File: src/rtl/ctrl_regfile.sv
// ctrl_regfile: shadowed control register file on the GS bus.
// Writes land in a shadow bank and are copied to the live bank atomically
// by a COMMIT through control register 0; DISCARD reverts the shadow bank.
// Optional feature macro: CTRL_REGFILE_READBACK_EN enables bus readback.
// With the macro undefined, rd_valid/rd_data are tied low and reads have
// no effect at all, not even on err_cnt.
module ctrl_regfile #(
   parameter int unsigned NUM_REGS  = 16,
   parameter int unsigned DATA_W    = 16,
   parameter logic [63:0] BASE_ADDR = 64'h0,
   parameter logic [31:0] RESET_VAL = 32'h0
) (
   input  logic                           bus_clk,
   input  logic                           nrst,
   input  logic                           bus_valid,
   input  logic                           bus_wr,
   input  logic [63:0]                    bus_addr,
   input  logic [31:0]                    bus_data,
   output logic [(NUM_REGS-1)*DATA_W-1:0] regs_live,
   output logic [NUM_REGS-2:0]            reg_upd,
   output logic                           rd_valid,
   output logic [31:0]                    rd_data,
   output logic                           pending,
   output logic [15:0]                    err_cnt
);

   localparam int unsigned IDX_W = $clog2(NUM_REGS);
   localparam logic [DATA_W-1:0] RST_V = RESET_VAL[DATA_W-1:0];
`ifdef CTRL_REGFILE_READBACK_EN
   localparam bit READS_COUNT = 1'b1;
`else
   localparam bit READS_COUNT = 1'b0;
`endif

   // Input stage
   logic        r_valid;
   logic        r_wr;
   logic [63:0] r_addr;
   logic [31:0] r_data;

   // Register banks and status
   logic [NUM_REGS-1:1][DATA_W-1:0] r_shadow;
   logic [NUM_REGS-1:1][DATA_W-1:0] r_live;
   logic [NUM_REGS-2:0]             r_upd;
   logic                            r_pending;
   logic [15:0]                     r_err;

   // Decode and next-state wires
   logic [63:0]                     w_off;
   logic                            w_in_range;
   logic [IDX_W-1:0]                w_idx;
   logic                            w_wr_en;
   logic                            w_commit;
   logic                            w_discard;
   logic                            w_shadow_wr;
   logic                            w_acc_err;
   logic [NUM_REGS-2:0]             w_diff;
   logic [NUM_REGS-1:1][DATA_W-1:0] w_shadow_n;
   logic [NUM_REGS-1:1][DATA_W-1:0] w_live_n;
   logic [NUM_REGS-2:0]             w_upd_n;
   logic                            w_pending_n;
   logic [15:0]                     w_err_n;
   logic                            w_unused_ok;

   // Register the raw bus every cycle; only this copy is decoded
   always_ff @(posedge bus_clk or negedge nrst) begin
      if (!nrst) begin
         r_valid <= 1'b0;
         r_wr    <= 1'b0;
         r_addr  <= 64'h0;
         r_data  <= 32'h0;
      end else begin
         r_valid <= bus_valid;
         r_wr    <= bus_wr;
         r_addr  <= bus_addr;
         r_data  <= bus_data;
      end
   end

   // Full 64-bit range check, no wrap-around below BASE_ADDR
   assign w_off       = r_addr - BASE_ADDR;
   assign w_in_range  = (r_addr >= BASE_ADDR) && (w_off < 64'(NUM_REGS));
   assign w_idx       = w_off[IDX_W-1:0];
   assign w_wr_en     = r_valid & r_wr & w_in_range;
   assign w_commit    = w_wr_en && (w_idx == '0) && r_data[0];
   assign w_discard   = w_wr_en && (w_idx == '0) && r_data[1] && !r_data[0];
   assign w_shadow_wr = w_wr_en && (w_idx != '0);
   assign w_acc_err   = r_valid & ~w_in_range & (r_wr | READS_COUNT);
   assign w_unused_ok = ^r_data;

   // Per-register change flags used to build reg_upd on commit
   for (genvar k = 1; k < NUM_REGS; k++) begin : g_diff
      assign w_diff[k-1] = (r_live[k] != r_shadow[k]);
   end

   // Next-state of banks, pending flag, update pulses and error counter
   always_comb begin
      w_shadow_n  = r_shadow;
      w_live_n    = r_live;
      w_upd_n     = '0;
      w_pending_n = r_pending;
      w_err_n     = r_err;
      if (w_commit) begin
         w_live_n    = r_shadow;
         w_upd_n     = w_diff;
         w_pending_n = 1'b0;
      end else if (w_discard) begin
         w_shadow_n  = r_live;
         w_pending_n = 1'b0;
      end
      if (w_shadow_wr) begin
         w_shadow_n[w_idx] = r_data[DATA_W-1:0];
         w_pending_n       = 1'b1;
      end
      if (w_acc_err && (r_err != 16'hFFFF)) begin
         w_err_n = r_err + 16'd1;
      end
   end

   // Apply stage
   always_ff @(posedge bus_clk or negedge nrst) begin
      if (!nrst) begin
         r_shadow  <= {(NUM_REGS-1){RST_V}};
         r_live    <= {(NUM_REGS-1){RST_V}};
         r_upd     <= '0;
         r_pending <= 1'b0;
         r_err     <= 16'h0;
      end else begin
         r_shadow  <= w_shadow_n;
         r_live    <= w_live_n;
         r_upd     <= w_upd_n;
         r_pending <= w_pending_n;
         r_err     <= w_err_n;
      end
   end

   assign regs_live = r_live;
   assign reg_upd   = r_upd;
   assign pending   = r_pending;
   assign err_cnt   = r_err;

`ifdef CTRL_REGFILE_READBACK_EN
   logic        r_rd_valid;
   logic [31:0] r_rd_data;
   logic [31:0] w_rd_data_n;

   // Read response mux: control word, live register or error pattern
   always_comb begin
      w_rd_data_n = 32'h0;
      if (!w_in_range) begin
         w_rd_data_n = 32'hDEAD_BEEF;
      end else if (w_idx == '0) begin
         w_rd_data_n = {16'h0, 8'(NUM_REGS), 7'h0, r_pending};
      end else begin
         w_rd_data_n = 32'(r_live[w_idx]);
      end
   end

   // Read response register, zero when no response is due
   always_ff @(posedge bus_clk or negedge nrst) begin
      if (!nrst) begin
         r_rd_valid <= 1'b0;
         r_rd_data  <= 32'h0;
      end else if (r_valid && !r_wr) begin
         r_rd_valid <= 1'b1;
         r_rd_data  <= w_rd_data_n;
      end else begin
         r_rd_valid <= 1'b0;
         r_rd_data  <= 32'h0;
      end
   end

   assign rd_valid = r_rd_valid;
   assign rd_data  = r_rd_data;
`else
   assign rd_valid = 1'b0;
   assign rd_data  = 32'h0;
`endif

endmodule
File: config.mk
export PLATFORM = sky130hd
export DESIGN_NAME = ctrl_regfile
export DESIGN_NICKNAME = d
export VERILOG_FILES = /design/src/rtl/ctrl_regfile.sv
export SDC_FILE = /design/constraint.sdc
export NUM_CORES = 1
export LEC_CHECK = 0
export CELL_PAD_IN_SITES_DETAIL_PLACEMENT = 1
export CELL_PAD_IN_SITES_GLOBAL_PLACEMENT = 1
export CORE_MARGIN = 1.5
export CORE_UTILIZATION = 40
export DETAILED_ROUTE_END_ITERATION = 7
export PLACE_DENSITY = 0.78
export SYNTH_ARGS = -nofsm -noshare
export SYNTH_HDL_FRONTEND = slang
export SYNTH_SLANG_ARGS = --single-unit
File: constraint.sdc
create_clock -name bus_clk -period 7.95 [get_ports bus_clk]
set_input_delay 1.1925 -clock bus_clk [delete_from_list [all_inputs] [get_ports bus_clk]]
set_output_delay 1.1925 -clock bus_clk [all_outputs]
set_load 0.01 [all_outputs]
# ---- Yosys cells after proc, flatten, opt, wreduce, memory -nomap -nowiden
# Index checks and enable logic that the tools add are counted.
# Widths: inputs -> output; s select.
dict set report totals {
  elab_cells 85
  reg_bits 594
  output_inout_bits 305
}
dict set report op_classes {
  bitwise 5
  muxes 10
  eq_ne 16
  n_reduce_logical 12
  n_addsub 1
  order_cmp 4
}
# cell n
set op_table {}
lappend op_table {{$mux 240} 3}
lappend op_table {{$bwmux 240} 1}
lappend op_table {{$ne 16x16->1} 15}
lappend op_table {{$demux 16 s4} 1}
lappend op_table {{$ge 64x1->1 const B} 1}
lappend op_table {{$lt 64x5->1 const B} 1}
lappend op_table {{$add 16x1->16 const B} 1}
lappend op_table {{$mux 16} 1}
lappend op_table {{$ne 16x16->1 const B} 1}
lappend op_table {{$mux 15} 1}
lappend op_table {{$logic_and 1x1->1} 8}
lappend op_table {{$lt 4x5->1 const B} 1}
lappend op_table {{$and 1x1->1} 4}
lappend op_table {{$ge 4x1->1 const B} 1}
lappend op_table {{$logic_not 4->1} 1}
lappend op_table {{$reduce_bool 4->1} 1}
lappend op_table {{$mux 1} 3}
lappend op_table {{$reduce_bool 3->1} 1}
lappend op_table {{$logic_not 1->1} 1}
lappend op_table {{$not 1->1} 1}

# ---- Depth between registers and ports, before layout
dict set report depth {
  depth_word 10
  mapped_depth 9
}

# ---- Worst setup path after synthesis
# OpenSTA, ideal clock, no wires.
dict set report synth_path {
  path_type {register -> register}
  startpoint {register r_addr[45]}
  endpoint {register r_shadow[112] (netlist name)}
  t_arrival_ns 2.408
  path_buffers 3
  path_slack_ns 5.424
  stages_incl_launch_ff 9
  cell_sequence {dfrtp_1 -> nor4_2 -> nand4_1 -> or4_4 -> buf_6 -> or4_4 -> buf_6 -> buf_6 -> o21a_1}
}
# element line_no
set synth_lines {}
lappend synth_lines {{from (decl)} 38} ;# logic [63:0] r_addr;
lappend synth_lines {{from (signal assigned)} 75} ;# r_addr <= bus_addr;
lappend synth_lines {{to (signal assigned)} 123} ;# r_shadow <= {(NUM_REGS-1){RST_V}};
lappend synth_lines {{to (signal assigned)} 129} ;# r_shadow <= w_shadow_n;
lappend synth_lines {{to (decl)} 42} ;# logic [NUM_REGS-1:1][DATA_W-1:0] r_shadow;

==> results.sh <==
export IMPL_die_area_um2=72150
export IMPL_place_gp_congestion=0.8071
export IMPL_cts_sinks=594
export IMPL_status="finished, final reports clean"
export IMPL_path_cells="nor4_1 -> nand4_1 -> or4_4 -> buf_4 -> buf_4 -> or3_1 -> nand3_1 -> o21a_1"
export IMPL_leakagePower_nw=16.22
export IMPL_postCtsSetupBuffers=0
export IMPL_htreeDepth=3
export IMPL_wl_per_cell_um=24.71
export IMPL_use_met2_pct=47.24
export IMPL_ys_types=33
export IMPL_top_usage_layer="met2"
export IMPL_syn_inst=3009
export IMPL_rrSetupSlack_ns=3.32
export IMPL_first_global_vias=25975
export IMPL_rsz0062_at_grt="no"
export IMPL_timing_final_crit_share_pct=58.28
export IMPL_ant_nets=0
export IMPL_antenna_found_initial=1
export IMPL_hold_path_end="regs_live[216]"
export IMPL_ios=405
export IMPL_syn_to_final_growth_pct=21.65
export IMPL_r2r_start="r_addr[25]"
export IMPL_via_count=24780
export IMPL_layout_drive_gt1_share_pct=6.143
export IMPL_die_w_um=268.6
export IMPL_rows=97
export IMPL_synth_top_cell_by_area="dfrtp_1"
export IMPL_cts_root_buf="clkbuf_16"
export IMPL_die_height_um=268.6
export IMPL_synth_top_cell_area_share_pct=52.68
export IMPL_crit_path_end_kind="flip-flop"
export IMPL_place_area_um2=32090
export IMPL_fin_skew_ns=0.02781
export IMPL_design_core_area_um2=69910
export IMPL_critPathMaxStageDelay_ns=0.92
export IMPL_viasPerCell=5.906
export IMPL_n_antenna_cell=0
export IMPL_postCtsHoldBufs=0
export IMPL_clk_pin_slew_worst_paths_ns=0.06
export IMPL_crit_top_cell="buf_4"
export IMPL_clockBufferDepth=3
export IMPL_design_area_um2=34330
export IMPL_grt_pass1_wl_um=157400
export IMPL_ys_ff_latch=594
export IMPL_clock_latency_ns=0.62
export IMPL_holdCritStartpoint="r_shadow[216]"
export IMPL_ff2ff_path_depth=8
export IMPL_synth_area_leaders="dfrtp_1 (53%), nand2_1 (9.7%), xnor2_1 (7.5%), nand4_1 (6.8%), o21a_1 (6.4%)"
export IMPL_r2r_end="r_shadow[111]"
export IMPL_irDropWorstVdd_v=0.0001380
export IMPL_power_share_combinational_pct=4.4
export IMPL_tns_ns=0
export IMPL_seqPwrFrac_pct=47.1
export IMPL_io_buffer_count=355
export IMPL_max_freq_mhz=215.8
export IMPL_setup_violations=0
export IMPL_fin_cells=4196
export IMPL_internal_power_mw=5.013
export IMPL_drcViolationCount=0
export IMPL_clockPowerShare_pct=48.5
export IMPL_place_hpwl_um=61180
export IMPL_slew_headroom_pct=14.20
export IMPL_min_delay_path_depth=2
export IMPL_worst_pin_slew_ns=1.287
export IMPL_drt_iter0_markers=1977
export IMPL_p_sw_share_pct=23.60
export IMPL_finalMaxSlewViolations=0
export IMPL_place_inst=4073
export IMPL_wl_um=103700
export IMPL_p_sw_mw=1.549
export IMPL_grt_max_degree=191
export IMPL_fill_cells=7830
export IMPL_grt_util_met3_pct=3.489
export IMPL_hold_violations=0
export IMPL_crit_fanout=76
export IMPL_cts_buffers=68
export IMPL_worst_hold_path_type="flip-flop to flip-flop"
export IMPL_synth_area_per_cell_um2=9.378
export IMPL_required_ns=8.50
export IMPL_initial_core_util_pct=40.36
export IMPL_gr_usage_met1_pct=36.94
export IMPL_min_period_ns=4.634
export IMPL_cts_tree="yes"
export IMPL_ys_seq_area_share_pct=52.68
export IMPL_overflow=0
export IMPL_grt_usage_pct=28.33
export IMPL_syn_cell_area_um2=28220
export IMPL_synth_warnings=0
export IMPL_layout_nets=3304
export IMPL_critPathArrivalTime_ns=5.19
export IMPL_p_per_area_nw_per_um2=191.1
export IMPL_drv_cap=0
export IMPL_drtPass1Iterations=5
export IMPL_crit_type="flip-flop to flip-flop"
export IMPL_cp_start_kind="flip-flop"
export IMPL_post_cts_resized=0
export IMPL_crit_slowest_cell="or3_1"
power by group through the flow:
stage	logic [mW]	clock network [mW]	registers, mW
final	0.290	3.18	3.09
after global routing	0.308	3.35	3.09
after CTS	0.292	3.23	3.09
after detailed placement	0.291	0	3.15
after global placement	0.284	0	3.14
after floorplan	0.0821	0	3.15
logic make-up after synthesis:
logic type                 after synthesis  share of synthesized area (%)
xor gates and xnor gates               254                          7.884
other                                    1                        0.01329
DFF                                    594                          52.68
adders and majority gates                1                        0.04433
AOI/OAI and AO/OA                      482                          10.68
and+or+nand+nor                       1373                          23.64
buffers and inverters                  301                          4.940
muxes                                    3                         0.1197
worst max path at each step:
stage                    start             to  cells past startpoint
floorplan           r_addr[45]  r_shadow[112]                      8
global placement    r_addr[25]   r_shadow[68]                      7
detailed placement  r_addr[25]  r_shadow[111]                      8
CTS                 r_addr[25]  r_shadow[111]                      8
global route        r_addr[25]  r_shadow[111]                      8
finish              r_addr[25]  r_shadow[111]                      8
Yosys cell counts:
cell type and count:
nand3_1 205, xor2_1 12, inv_1 1, nor2b_1 1, and3_1 1, nand4b_1 1, dfrtp_1 594, o21ai_0 242
nand2_1 727, nor4_2 5, xnor2_1 242, ha_1 1, or2_2 1, nor3_1 5, nor4_1 31, conb_1 1
buf_6 13, mux2_2 3, or4_4 4, and4_1 1, or3_1 10, buf_4 33, nor4bb_1 1, and2_1 1
buf_2 34, clkbuf_1 219, o21a_1 240, nand2b_1 4, or4_1 3, nand3_2 42, nand4_1 307, buf_1 1
nor2_1 23
sequential cells by signal (all words and copies together) (netlist names):
name and count:
regs_live 240, r_wr 1, r_addr 64, err_cnt 16, r_valid 1, r_data 16
r_shadow 240, pending 1, reg_upd 15
cell type report:
| class | count | area [µm²] | area share (%) |
|---|---|---|---|
| flip-flops and latches | 594 | 14870 | 43.31 |
| repair buffers | 392 | 3911 | 11.39 |
| clock buffers | 106 | 2038 | 5.938 |
| multi-input cells | 2146 | 12130 | 35.33 |
| inverters | 1 | 3.754 | 0.01093 |
| well taps | 940 | 1176 | 3.426 |
| clock inverters | 17 | 201.4 | 0.5868 |
per-layer routing:
metal	vias up	wire length (µm)
li1	10693	-
met1	13039	42900
met4	0	4571
met5	-	0
met2	833	51120
met3	215	5092
metrics by stage:
step	worst slack [ns]	total power [mW]	util, %	hold slack, ns
3_5_place_dp	3.447	3.436	45.90	0.4898
5_1_grt	3.117	6.749	49.10	0.5243
3_3_place_gp	3.530	3.426	45.90	0.4791
4_1_cts	3.362	6.613	49.10	0.5026
2_1_floorplan	5.424	3.229	-	0.4825
6_report	3.316	6.561	49.10	0.5016
critical path, delay by kind of cell (launching register included):
kind	cells	cell delay, ns
AND/OR/NAND/NOR	5	2.99
buffers and inverters	2	0.93
AO/OA/AOI/OAI	1	0.15
flip-flops	1	0.36
cell usage in the layout, fill, tap and decap left out, types with 2 or more instances in the layout:
cell type	netlist	layout
nor4_4	0	2
conb_1	1	33
nand2_1	727	726
o21ai_0	242	242
nand3_2	42	42
clkinvlp_4	0	3
clkdlybuf4s50_1	0	354
clkinv_2	0	6
or3_1	10	10
nand3_1	205	204
or4_1	3	3
nor4_1	31	31
bufinv_16	0	3
clkbuf_8	0	13
nor4_2	5	3
xnor2_1	242	242
o21a_1	240	240
nand4_1	307	307
mux2_2	3	3
dfrtp_2	0	2
buf_4	33	31
or4_4	4	4
nor3_1	5	5
xor2_1	12	12
dfrtp_1	594	592
nor2_1	23	23
nand2b_1	4	4
clkbuf_16	0	71
buf_12	0	6
inv_6	0	2
clkinv_8	0	2
clkbuf_1	219	22
Power figures use the tool's default switching activity.
